$ cat config.mk
export PLATFORM = sky130hd
export DESIGN_NAME = wb_select_stage
export DESIGN_NICKNAME = d
export VERILOG_FILES = /design/src/rtl/wb_select_stage.sv
export SDC_FILE = /design/constraint.sdc
export NUM_CORES = 1
export LEC_CHECK = 0
export CAP_MARGIN = 20
export CORE_ASPECT_RATIO = 1.4
export CORE_UTILIZATION = 40
export DETAILED_ROUTE_END_ITERATION = 6
export PLACE_DENSITY = 0.87
export SLEW_MARGIN = 15
export SYNTH_ARGS = -nofsm -noshare
export SYNTH_HDL_FRONTEND = slang
export SYNTH_SLANG_ARGS = --single-unit
$ cat constraint.sdc
create_clock -name clk -period 2.9 [get_ports clk]
set_input_delay 0.87 -clock clk [delete_from_list [all_inputs] [get_ports clk]]
set_output_delay 0.87 -clock clk [all_outputs]
set_load 0.1 [all_outputs]
$ cat src/rtl/wb_select_stage.sv
// MIPS writeback stage: registers MEM/WB, selects among up to four result sources,
// formats sub-word loads and inserts bubbles while data memory is not ready.
module wb_select_stage #(
   parameter int unsigned DATA_W = 32,
   parameter int unsigned NSRC   = 3,
   parameter int unsigned REG_AW = 5
) (
   input  logic              clk,
   input  logic              rst,
   input  logic              in_valid,
   input  logic              in_regwrite,
   input  logic [REG_AW-1:0] in_rd,
   input  logic [1:0]        in_sel,
   input  logic [DATA_W-1:0] in_alu,
   input  logic [DATA_W-1:0] in_mem,
   input  logic              in_mem_ready,
   input  logic [2:0]        in_load_type,
   input  logic [1:0]        in_addr_lo,
   input  logic [DATA_W-1:0] in_link,
   input  logic [DATA_W-1:0] in_aux,
   input  logic              stall,
   input  logic              flush,
   output logic              stall_req,
   output logic              wb_valid,
   output logic              wb_we,
   output logic [REG_AW-1:0] wb_rd,
   output logic [DATA_W-1:0] wb_data
);

   logic [31:0]       mem_lo;
   logic [7:0]        ld_byte;
   logic [15:0]       ld_half;
   logic [DATA_W-1:0] ld_data;
   logic [DATA_W-1:0] sel_data;
   logic              mem_wait;

   logic              wb_valid_d, wb_valid_q;
   logic              wb_we_d, wb_we_q;
   logic [REG_AW-1:0] wb_rd_d, wb_rd_q;
   logic [DATA_W-1:0] wb_data_d, wb_data_q;

   // Byte lanes always come from the low 32-bit word; narrow datapaths see zero lanes.
   if (DATA_W >= 32) begin : g_wide
      assign mem_lo = in_mem[31:0];
   end else begin : g_narrow
      assign mem_lo = {{(32 - DATA_W){1'b0}}, in_mem};
   end

   always_comb begin
      ld_byte = mem_lo[7:0];
      unique case (in_addr_lo)
         2'd0: ld_byte = mem_lo[7:0];
         2'd1: ld_byte = mem_lo[15:8];
         2'd2: ld_byte = mem_lo[23:16];
         2'd3: ld_byte = mem_lo[31:24];
         default: ld_byte = mem_lo[7:0];
      endcase
      ld_half = in_addr_lo[1] ? mem_lo[31:16] : mem_lo[15:0];
   end

   always_comb begin
      case (in_load_type)
         3'b001:  ld_data = {{(DATA_W - 8){ld_byte[7]}}, ld_byte};
         3'b010:  ld_data = {{(DATA_W - 8){1'b0}}, ld_byte};
         3'b011:  ld_data = {{(DATA_W - 16){ld_half[15]}}, ld_half};
         3'b100:  ld_data = {{(DATA_W - 16){1'b0}}, ld_half};
         default: ld_data = in_mem;
      endcase
   end

   // Selects beyond NSRC yield zero data but still write, matching the old mux.
   always_comb begin
      sel_data = '0;
      if (32'(in_sel) < NSRC) begin
         unique case (in_sel)
            2'd0: sel_data = in_alu;
            2'd1: sel_data = ld_data;
            2'd2: sel_data = in_link;
            2'd3: sel_data = in_aux;
            default: sel_data = '0;
         endcase
      end
   end

   assign mem_wait  = in_valid & (in_sel == 2'd1) & ~in_mem_ready & ~flush;
   assign stall_req = mem_wait | stall;

   always_comb begin
      wb_valid_d = wb_valid_q;
      wb_we_d    = wb_we_q;
      wb_rd_d    = wb_rd_q;
      wb_data_d  = wb_data_q;
      if (flush || (!stall && mem_wait)) begin
         wb_valid_d = 1'b0;
         wb_we_d    = 1'b0;
         wb_rd_d    = '0;
         wb_data_d  = '0;
      end else if (!stall) begin
         wb_valid_d = in_valid;
         wb_we_d    = in_valid & in_regwrite & (in_rd != '0);
         wb_rd_d    = in_rd;
         wb_data_d  = sel_data;
      end
   end

   always_ff @(posedge clk) begin
      if (rst) begin
         wb_valid_q <= 1'b0;
         wb_we_q    <= 1'b0;
         wb_rd_q    <= '0;
         wb_data_q  <= '0;
      end else begin
         wb_valid_q <= wb_valid_d;
         wb_we_q    <= wb_we_d;
         wb_rd_q    <= wb_rd_d;
         wb_data_q  <= wb_data_d;
      end
   end

   assign wb_valid = wb_valid_q;
   assign wb_we    = wb_we_q;
   assign wb_rd    = wb_rd_q;
   assign wb_data  = wb_data_q;

endmodule

---- Word-level counts from Yosys, hierarchy flattened ----
Index checks and enable logic that the tools add are counted.
W data, S select, Z words.
cells by class
  reductions and logical operators ........ 7
  equality and inequality tests ........... 10
  bitwise operators ....................... 8
  mux-type cells .......................... 5
  order comparisons ....................... 1
operators by type and width
  operator              count
  $pmux W32 S4          2
  $mux W32              1
  $pmux W8 S4           1
  $mux W16              1
  $eq A2 B2 Y1 const B  4
  $eq A3 B2 Y1 const B  2
  $and A1 B1 Y1         5
  $reduce_bool A5 Y1    1
  $eq A2 B1 Y1 const B  2
  $logic_not A2 Y1      2
  $eq A3 B1 Y1 const B  1
  $eq A3 B3 Y1 const B  1
  $lt A2 B2 Y1 const B  1
  $not A1 Y1            2
  $reduce_or A2 Y1      1
  $logic_and A1 B1 Y1   1
  $logic_not A1 Y1      1
  $logic_or A1 B1 Y1    1
  $or A1 B1 Y1          1
word-level totals
  output and inout port bits .............. 40
  logic and storage cells ................. 35
  input port bits ......................... 147
  bits in registers ....................... 39

---- Depth between registers and ports, before layout ----
Gate-level depths: netlist of the first run.
  word-level depth ........................ 7
  gate-level depth with buffers ........... 7
  mapped depth without buffers ............ 4

---- Worst setup path after synthesis of the first run ----
Ideal clock, no wire load.
  path type ............................... input -> output
  start point ............................. input port in_sel[1]
  end point ............................... output port stall_req
  data required time ...................... 2.030 ns
  path buffers ............................ 1
  arrival ................................. 4.306 ns
  stages .................................. 3
  path slack .............................. -2.276 ns
  path through ............................ clkbuf_1 nand2b_1 o41ai_1
between the ends
  word-level cells in the longest chain between the ends .. 5
RTL lines
  element                      line  source
  start, declared              13    input logic [1:0] in_sel,
  $eq A2 B1 Y1                 85    assign mem_wait = in_valid & (in_sel == 2'd1) & ~in_mem_ready & ~flush;
  $and A1 B1 Y1 (3 in series)  85
  $or A1 B1 Y1                 86    assign stall_req = mem_wait | stall;
  end, declared                23    output logic stall_req,
Every way passes these cells.

---- Final worst setup path of the first run ----
  start point ............................. input port flush
  end point ............................... output port stall_req
between the ends
  word-level cells in the longest chain between the ends .. 3
RTL lines
  element          line  source
  start, declared  22    input logic flush,
  $not A1 Y1       85
  $and A1 B1 Y1    85
  $or A1 B1 Y1     86
Every way passes these cells.

==> results of run 1 <==
how the worst max path moves through the flow:
stage | to | cells past startpoint | from
2_1_floorplan | stall_req | 3 | in_sel[1]
3_3_place_gp | wb_data[18] | 6 | in_addr_lo[0]
3_5_place_dp | wb_data[18] | 7 | in_addr_lo[1]
4_1_cts | stall_req | 3 | flush
5_1_grt | stall_req | 3 | flush
6_report | stall_req | 3 | flush
state kept, by name, indices dropped and copies added (netlist names):
name	cells
wb_we	1
wb_valid	1
wb_data	32
wb_rd	5
metal layers:
metal / part of all wire (%) / track usage [%] / vias to the layer above
li1: - / - / 2072
met1: 39 / 34.0 / 2055
met2: 51 / 52.9 / 199
met3: 5.7 / 4.72 / 38
met4: 4.2 / 14.9 / 0
met5: 0 / 0 / -
worst min-delay path, cell delays in order, from the launching register on:
cell and delay [ns]:
dfxtp_1 0.31, nand2_1 0.06, a21oi_1 0.05
power groups by stage:
stage	sequential, mW	combinational [mW]	clock (mW)
6_report	0.566	0.776	0.647
5_1_grt	0.568	0.820	0.680
4_1_cts	0.566	0.771	0.650
3_5_place_dp	0.578	0.768	0
3_3_place_gp	0.577	0.757	0
2_1_floorplan	0.707	0.300	0
logic make-up (layout without fill, tap and decap cells):
| kind of cell | after synthesis | after routing | share of synthesized area (%) |
|---|---|---|---|
| and+or+nand+nor | 127 | 127 | 18.0 |
| xor gates and xnor gates | 2 | 2 | 0.506 |
| buffers and inverters | 60 | 240 | 7.48 |
| AOI/OAI and AO/OA | 184 | 184 | 42.4 |
| muxes | 29 | 29 | 9.00 |
| DFF | 39 | 39 | 22.5 |
cells in the mapped netlist (6+ instances only):
| cell type | count | share of area [%] |
|---|---|---|
| nand2_1 | 65 | 7.0 |
| dfxtp_1 | 39 | 23 |
| a22o_1 | 7 | 1.8 |
| nand4_1 | 7 | 1.3 |
| a211oi_1 | 8 | 1.7 |
| a221oi_1 | 8 | 2.0 |
| o221ai_1 | 10 | 2.5 |
| mux2i_1 | 21 | 6.1 |
| or3_1 | 7 | 1.3 |
| o2111ai_1 | 6 | 1.5 |
| a21oi_1 | 29 | 4.2 |
| inv_1 | 12 | 1.3 |
| nor2_1 | 12 | 1.3 |
| clkbuf_1 | 34 | 3.7 |
| a2bb2oi_1 | 24 | 6.1 |
| o221ai_2 | 10 | 4.3 |
| o211ai_1 | 18 | 3.9 |
| mux2_2 | 7 | 2.3 |
| nand3_1 | 8 | 1.2 |
| buf_2 | 6 | 0.87 |
| o21ai_0 | 21 | 3.0 |
| a22oi_1 | 9 | 2.0 |
| a221oi_2 | 10 | 4.3 |
| a31oi_1 | 6 | 1.1 |
through the flow:
step	instance area, sq um	instances	hold WS (ns)
6_report	5610	723	0.473
5_1_grt	5610	723	0.510
4_1_cts	5610	723	0.472
3_5_place_dp	5440	715	0.464
3_3_place_gp	5440	715	0.452
2_1_floorplan	3500	441	0.897
final cells by class:
type | instances | area, sq um
clock buffer | 6 | 139
clock inverter | 2 | 35.0
fill | 707 | 2680
inverter | 12 | 45.0
multi-input combinational | 342 | 2460
sequential | 39 | 781
tap | 102 | 128
timing repair buffer | 220 | 2030
timing repair:
item | in CTS | in global routing
hold buffers | 0 | 0
setup buffers | 0 | 0
endpoints found under the setup margin | 1 | 0
==> results.txt, run 1 <==
Internal Power -> 1.33 mW
final WL -> 13.5 mm
core area -> 0.00830 sq mm
die footprint -> 0.00904 sq mm
CTS Buf Count -> 5
Area Overhead vs Synth -> 62.1%
H-tree lvl count -> 2
Clock Power Share -> 32.5%
Seq/Total Area, Yosys -> 22.5%
clock-pin slew on the worst setup and hold paths -> 0.06 ns
Layout Nets -> 767
Buf+Inv Stages, Crit Path -> 2
post_cts resized -> 0
worst skew pair latency -> 0.28 ns
cell family with most CP delay -> buffers and inverters
synthesized net count -> 588
worst hold start -> wb_we
VDD IR max -> 0.000292 V
starting density of the core -> 41.7%
DRT antenna net count -> 0
vias per inst -> 6.04
Main synth FF type -> dfxtp_1
first-pass GRT wire length -> 20.7 mm
final hold vios -> 0
RSZ-0062 raised after global routing -> no
average wire per standard cell -> 18.7 microns
number of synthesized flops with an enable pin -> 0
Critical Path Sink Type -> primary output
DP Wirelength -> 10.8 mm
setup violators final -> 0
vias -> 4364
hold depth -> 2
max-cap viol count -> 0
total global routing overflow -> 0
Async SR Flop Fraction -> 0%
Total GRT Usage -> 29.9%
Post-Synthesis Cell Area -> 0.00346 sq mm
Root Driver -> clkbuf_16
n_diodes -> 0
Gate power share -> 39.0%
Setup WS pre-CTS -> -0.111 ns
setup TNS -> 0 ns
Max-slew headroom -> 64.3%
total power divided by cell area -> 354 mW/mm^2
vias in the first global route -> 4238
Leak -> 2.16 nW
R2R setup slack -> 1.66 ns
PnR Total Power -> 1.99 mW
final setup margin -> 0.0374 ns
Critical Path Source Type -> input port
outcome -> finished, final reports clean
height of the die -> 112 microns
Slew Limit Fails -> 0
clock buffer depth -> 2
final core occ -> 67.7%
R2R Path End -> wb_data[3]
CTS Sinks -> 39
r2r startpoint -> wb_data[3]
Die W -> 80.6 microns
row count -> 39
Net Sw Power -> 655 uW
I/O Pins -> 187
Port Buffer Count -> 182
CP Data Required Time -> 2.03 ns
DR pass1 iterations -> 5
commonest non-fill, non-tap cell in the layout -> clkdlybuf4s50_1
clock period minus worst slack -> 2.86 ns
WHS Endpoint -> wb_we
gpl congestion -> 0.892
Yosys cell types -> 50
pin count of the biggest net entering global routing -> 54
critical path, cell by cell -> clkdlybuf4s50_1, o41ai_4, buf_12
initial antenna violation count -> 0
layout cells sized above 1 -> 20.0%
CP max stage cell -> clkdlybuf4s50_1
crit-path max FO -> 2
Cells after Synth -> 441
drt drc -> 0
R2R cell count -> 4
Largest stage delay, worst path -> 0.48 ns
f_max -> 0.349 GHz
sw frac -> 32.9%
Worst-Margin Slew -> 0.534 ns
Avg Inst Size Synth -> 7.85 sq um
Ys Warns -> 0
Final Cycle Share -> 98.7%
Yosys reg bits -> 39
most frequent cells in the layout -> clkdlybuf4s50_1, buf_4, nand2_1
kind of critical path -> in2out
WP data arrival -> 1.99 ns
CTS tree -> done
clock skew -> 0 ns
register share of total power -> 28.5%
hold crit path type -> reg2reg
starting DRC count in detailed routing -> 283
(Power assumes the default switching activity.)
==> inputs of run 2 (changes only) <==
GPL_TIMING_DRIVEN = 0   (was not set)
==> run 2 against run 1 <==
Compared with the run above:
- worst hold slack worse by 0.0050 ns
- power is 4.6% higher
- design area rose by 1.2%
- combinational power increased by 1%
- non-clock buffer count is 9 higher
- count of clock-buffer cells in the layout unchanged
==> results.txt, run 2 (synthesis gave the netlist of run 1 again) <==
outcome -> finished, final reports clean
cts hold-fix bufs -> 0
n_diodes -> 0
Leak -> 2.02 nW
placed cells -> 723
Port Buffer Count -> 179
starting density of the core -> 41.7%
VDD IR max -> 0.000288 V
WP data arrival -> 1.93 ns
die footprint -> 0.00904 sq mm
final hold vios -> 0
Net Sw Power -> 686 uW
Buf+Inv Stages, Crit Path -> 2
final core occ -> 68.5%
register share of total power -> 27.2%
Max-slew headroom -> 29.8%
DP Wirelength -> 11.9 mm
CTS Sinks -> 39
CTS Buf Count -> 5
max reg flops -> 32
Critical Path Source Type -> input port
Worst-Margin Slew -> 1.04 ns
final WL -> 14.8 mm
layout cells sized above 1 -> 11.1%
sw frac -> 33.0%
clock skew -> 0 ns
drt drc -> 0
R2R cell count -> 4
Setup WS pre-CTS -> -0.975 ns
clock period minus worst slack -> 2.80 ns
hold depth -> 2
I/O Pins -> 187
Total GRT Usage -> 33.1%
max-cap viol count -> 0
vias per inst -> 6.15
core area -> 0.00830 sq mm
gpl congestion -> 0.990
starting DRC count in detailed routing -> 329
RSZ-0062 raised after global routing -> no
pin count of the biggest net entering global routing -> 13
Root Driver -> clkbuf_16
Finished Layout Cells -> 732
Die W -> 80.6 microns
Layout Nets -> 776
hold crit path type -> reg2reg
DRT antenna net count -> 0
total global routing overflow -> 0
CP max stage cell -> clkdlybuf4s50_1
clock buffer depth -> 2
crit-path max FO -> 6
setup TNS -> 0 ns
worst skew pair latency -> 0.28 ns
CTS tree -> done
R2R setup slack -> 1.66 ns
PnR Total Power -> 2.08 mW
f_max -> 0.357 GHz
average wire per standard cell -> 20.2 microns
H-tree lvl count -> 2
Internal Power -> 1.39 mW
WP depth -> 3
setup violators final -> 0
CP Data Required Time -> 2.03 ns
vias in the first global route -> 4556
Clock Power Share -> 35.0%
vias -> 4499
Critical Path Sink Type -> primary output
most frequent cells in the layout -> clkdlybuf4s50_1, nand2_1, dfxtp_1
kind of critical path -> in2out
Area Overhead vs Synth -> 64.1%
critical path, cell by cell -> clkdlybuf4s50_1, o41ai_4, buf_6
Gate power share -> 37.8%
commonest non-fill, non-tap cell in the layout -> clkdlybuf4s50_1
total power divided by cell area -> 366 mW/mm^2
Largest stage delay, worst path -> 0.53 ns
DR pass1 iterations -> 6
initial antenna violation count -> 0
first-pass GRT wire length -> 22.9 mm
height of the die -> 112 microns
Final Cycle Share -> 96.6%
cell family with most CP delay -> buffers and inverters
clock-pin slew on the worst setup and hold paths -> 0.06 ns
final setup margin -> 0.0985 ns
row count -> 39
Slew Limit Fails -> 0
==> run 2: changes by cell type in the layout (fill, tap and decap cells not counted), moves of 3 or more <==
cell | before | now
buf_12 | 3 | 0
buf_1 | 0 | 3
buf_4 | 75 | 5
buf_2 | 3 | 7
buf_6 | 0 | 3
clkdlybuf4s50_1 | 139 | 175
clkbuf_1 | 0 | 29
clkbuf_2 | 0 | 4
==> run 2: metal layers <==
metal  up-vias  GRT usage [%]  wire (microns)
met2       270           58.7            7510
met4         0           18.3             796
li1       2087              -               -
met3        57           4.88            1030
met5         -              0               0
met1      2085           36.9            5440
==> run 2: path summary, 6_finish.rpt <==
| check | from | to |
|---|---|---|
| worst max-delay path | flush | stall_req |
| worst min-delay path | wb_we | wb_we |
| worst max register to register | wb_data[5] | wb_data[5] |
| worst min register to register | wb_we | wb_we |
==> run 2: repair_timing <==
| action | CTS | global route |
|---|---|---|
| resized for setup | 16 | 10 |
| pin swaps | 1 | 0 |
| endpoints found under the setup margin | 29 | 28 |
| cloned | 0 | 0 |
| buffers inserted | 2 | 0 |
==> run 2: cell type report <==
| type | count | area (sq um) |
|---|---|---|
| Timing Repair Buffer | 182 | 1810 |
| Sequential cell | 39 | 781 |
| Clock buffer | 6 | 129 |
| Tap cell | 102 | 128 |
| Fill cell | 697 | 2610 |
| Inverter | 12 | 45.0 |
| Buffer | 47 | 225 |
| Clock inverter | 2 | 60.1 |
| Multi-Input combinational cell | 342 | 2500 |
==> run 2: worst min-delay path, delay by kind of cell (launching register included) <==
family             cells  cell delay, ns
AOI/OAI and AO/OA      1            0.05
DFF                    1            0.31
and+or+nand+nor        1            0.06
==> run 2: power by group through the flow <==
| stage | clock network (mW) | registers, mW | logic (mW) |
|---|---|---|---|
| 2_1_floorplan | 0 | 0.707 | 0.300 |
| 3_3_place_gp | 0 | 0.576 | 0.754 |
| 3_5_place_dp | 0 | 0.577 | 0.764 |
| 4_1_cts | 0.728 | 0.565 | 0.773 |
| 5_1_grt | 0.755 | 0.567 | 0.830 |
| 6_report | 0.727 | 0.566 | 0.787 |
==> run 2: metrics by stage <==
| step | hold WS, ns | instance area, sq um |
|---|---|---|
| after floorplan | 0.897 | 3500 |
| after global placement | 0.453 | 5420 |
| after detailed placement | 0.456 | 5430 |
| after CTS | 0.470 | 5650 |
| after global routing | 0.490 | 5680 |
| final | 0.468 | 5680 |
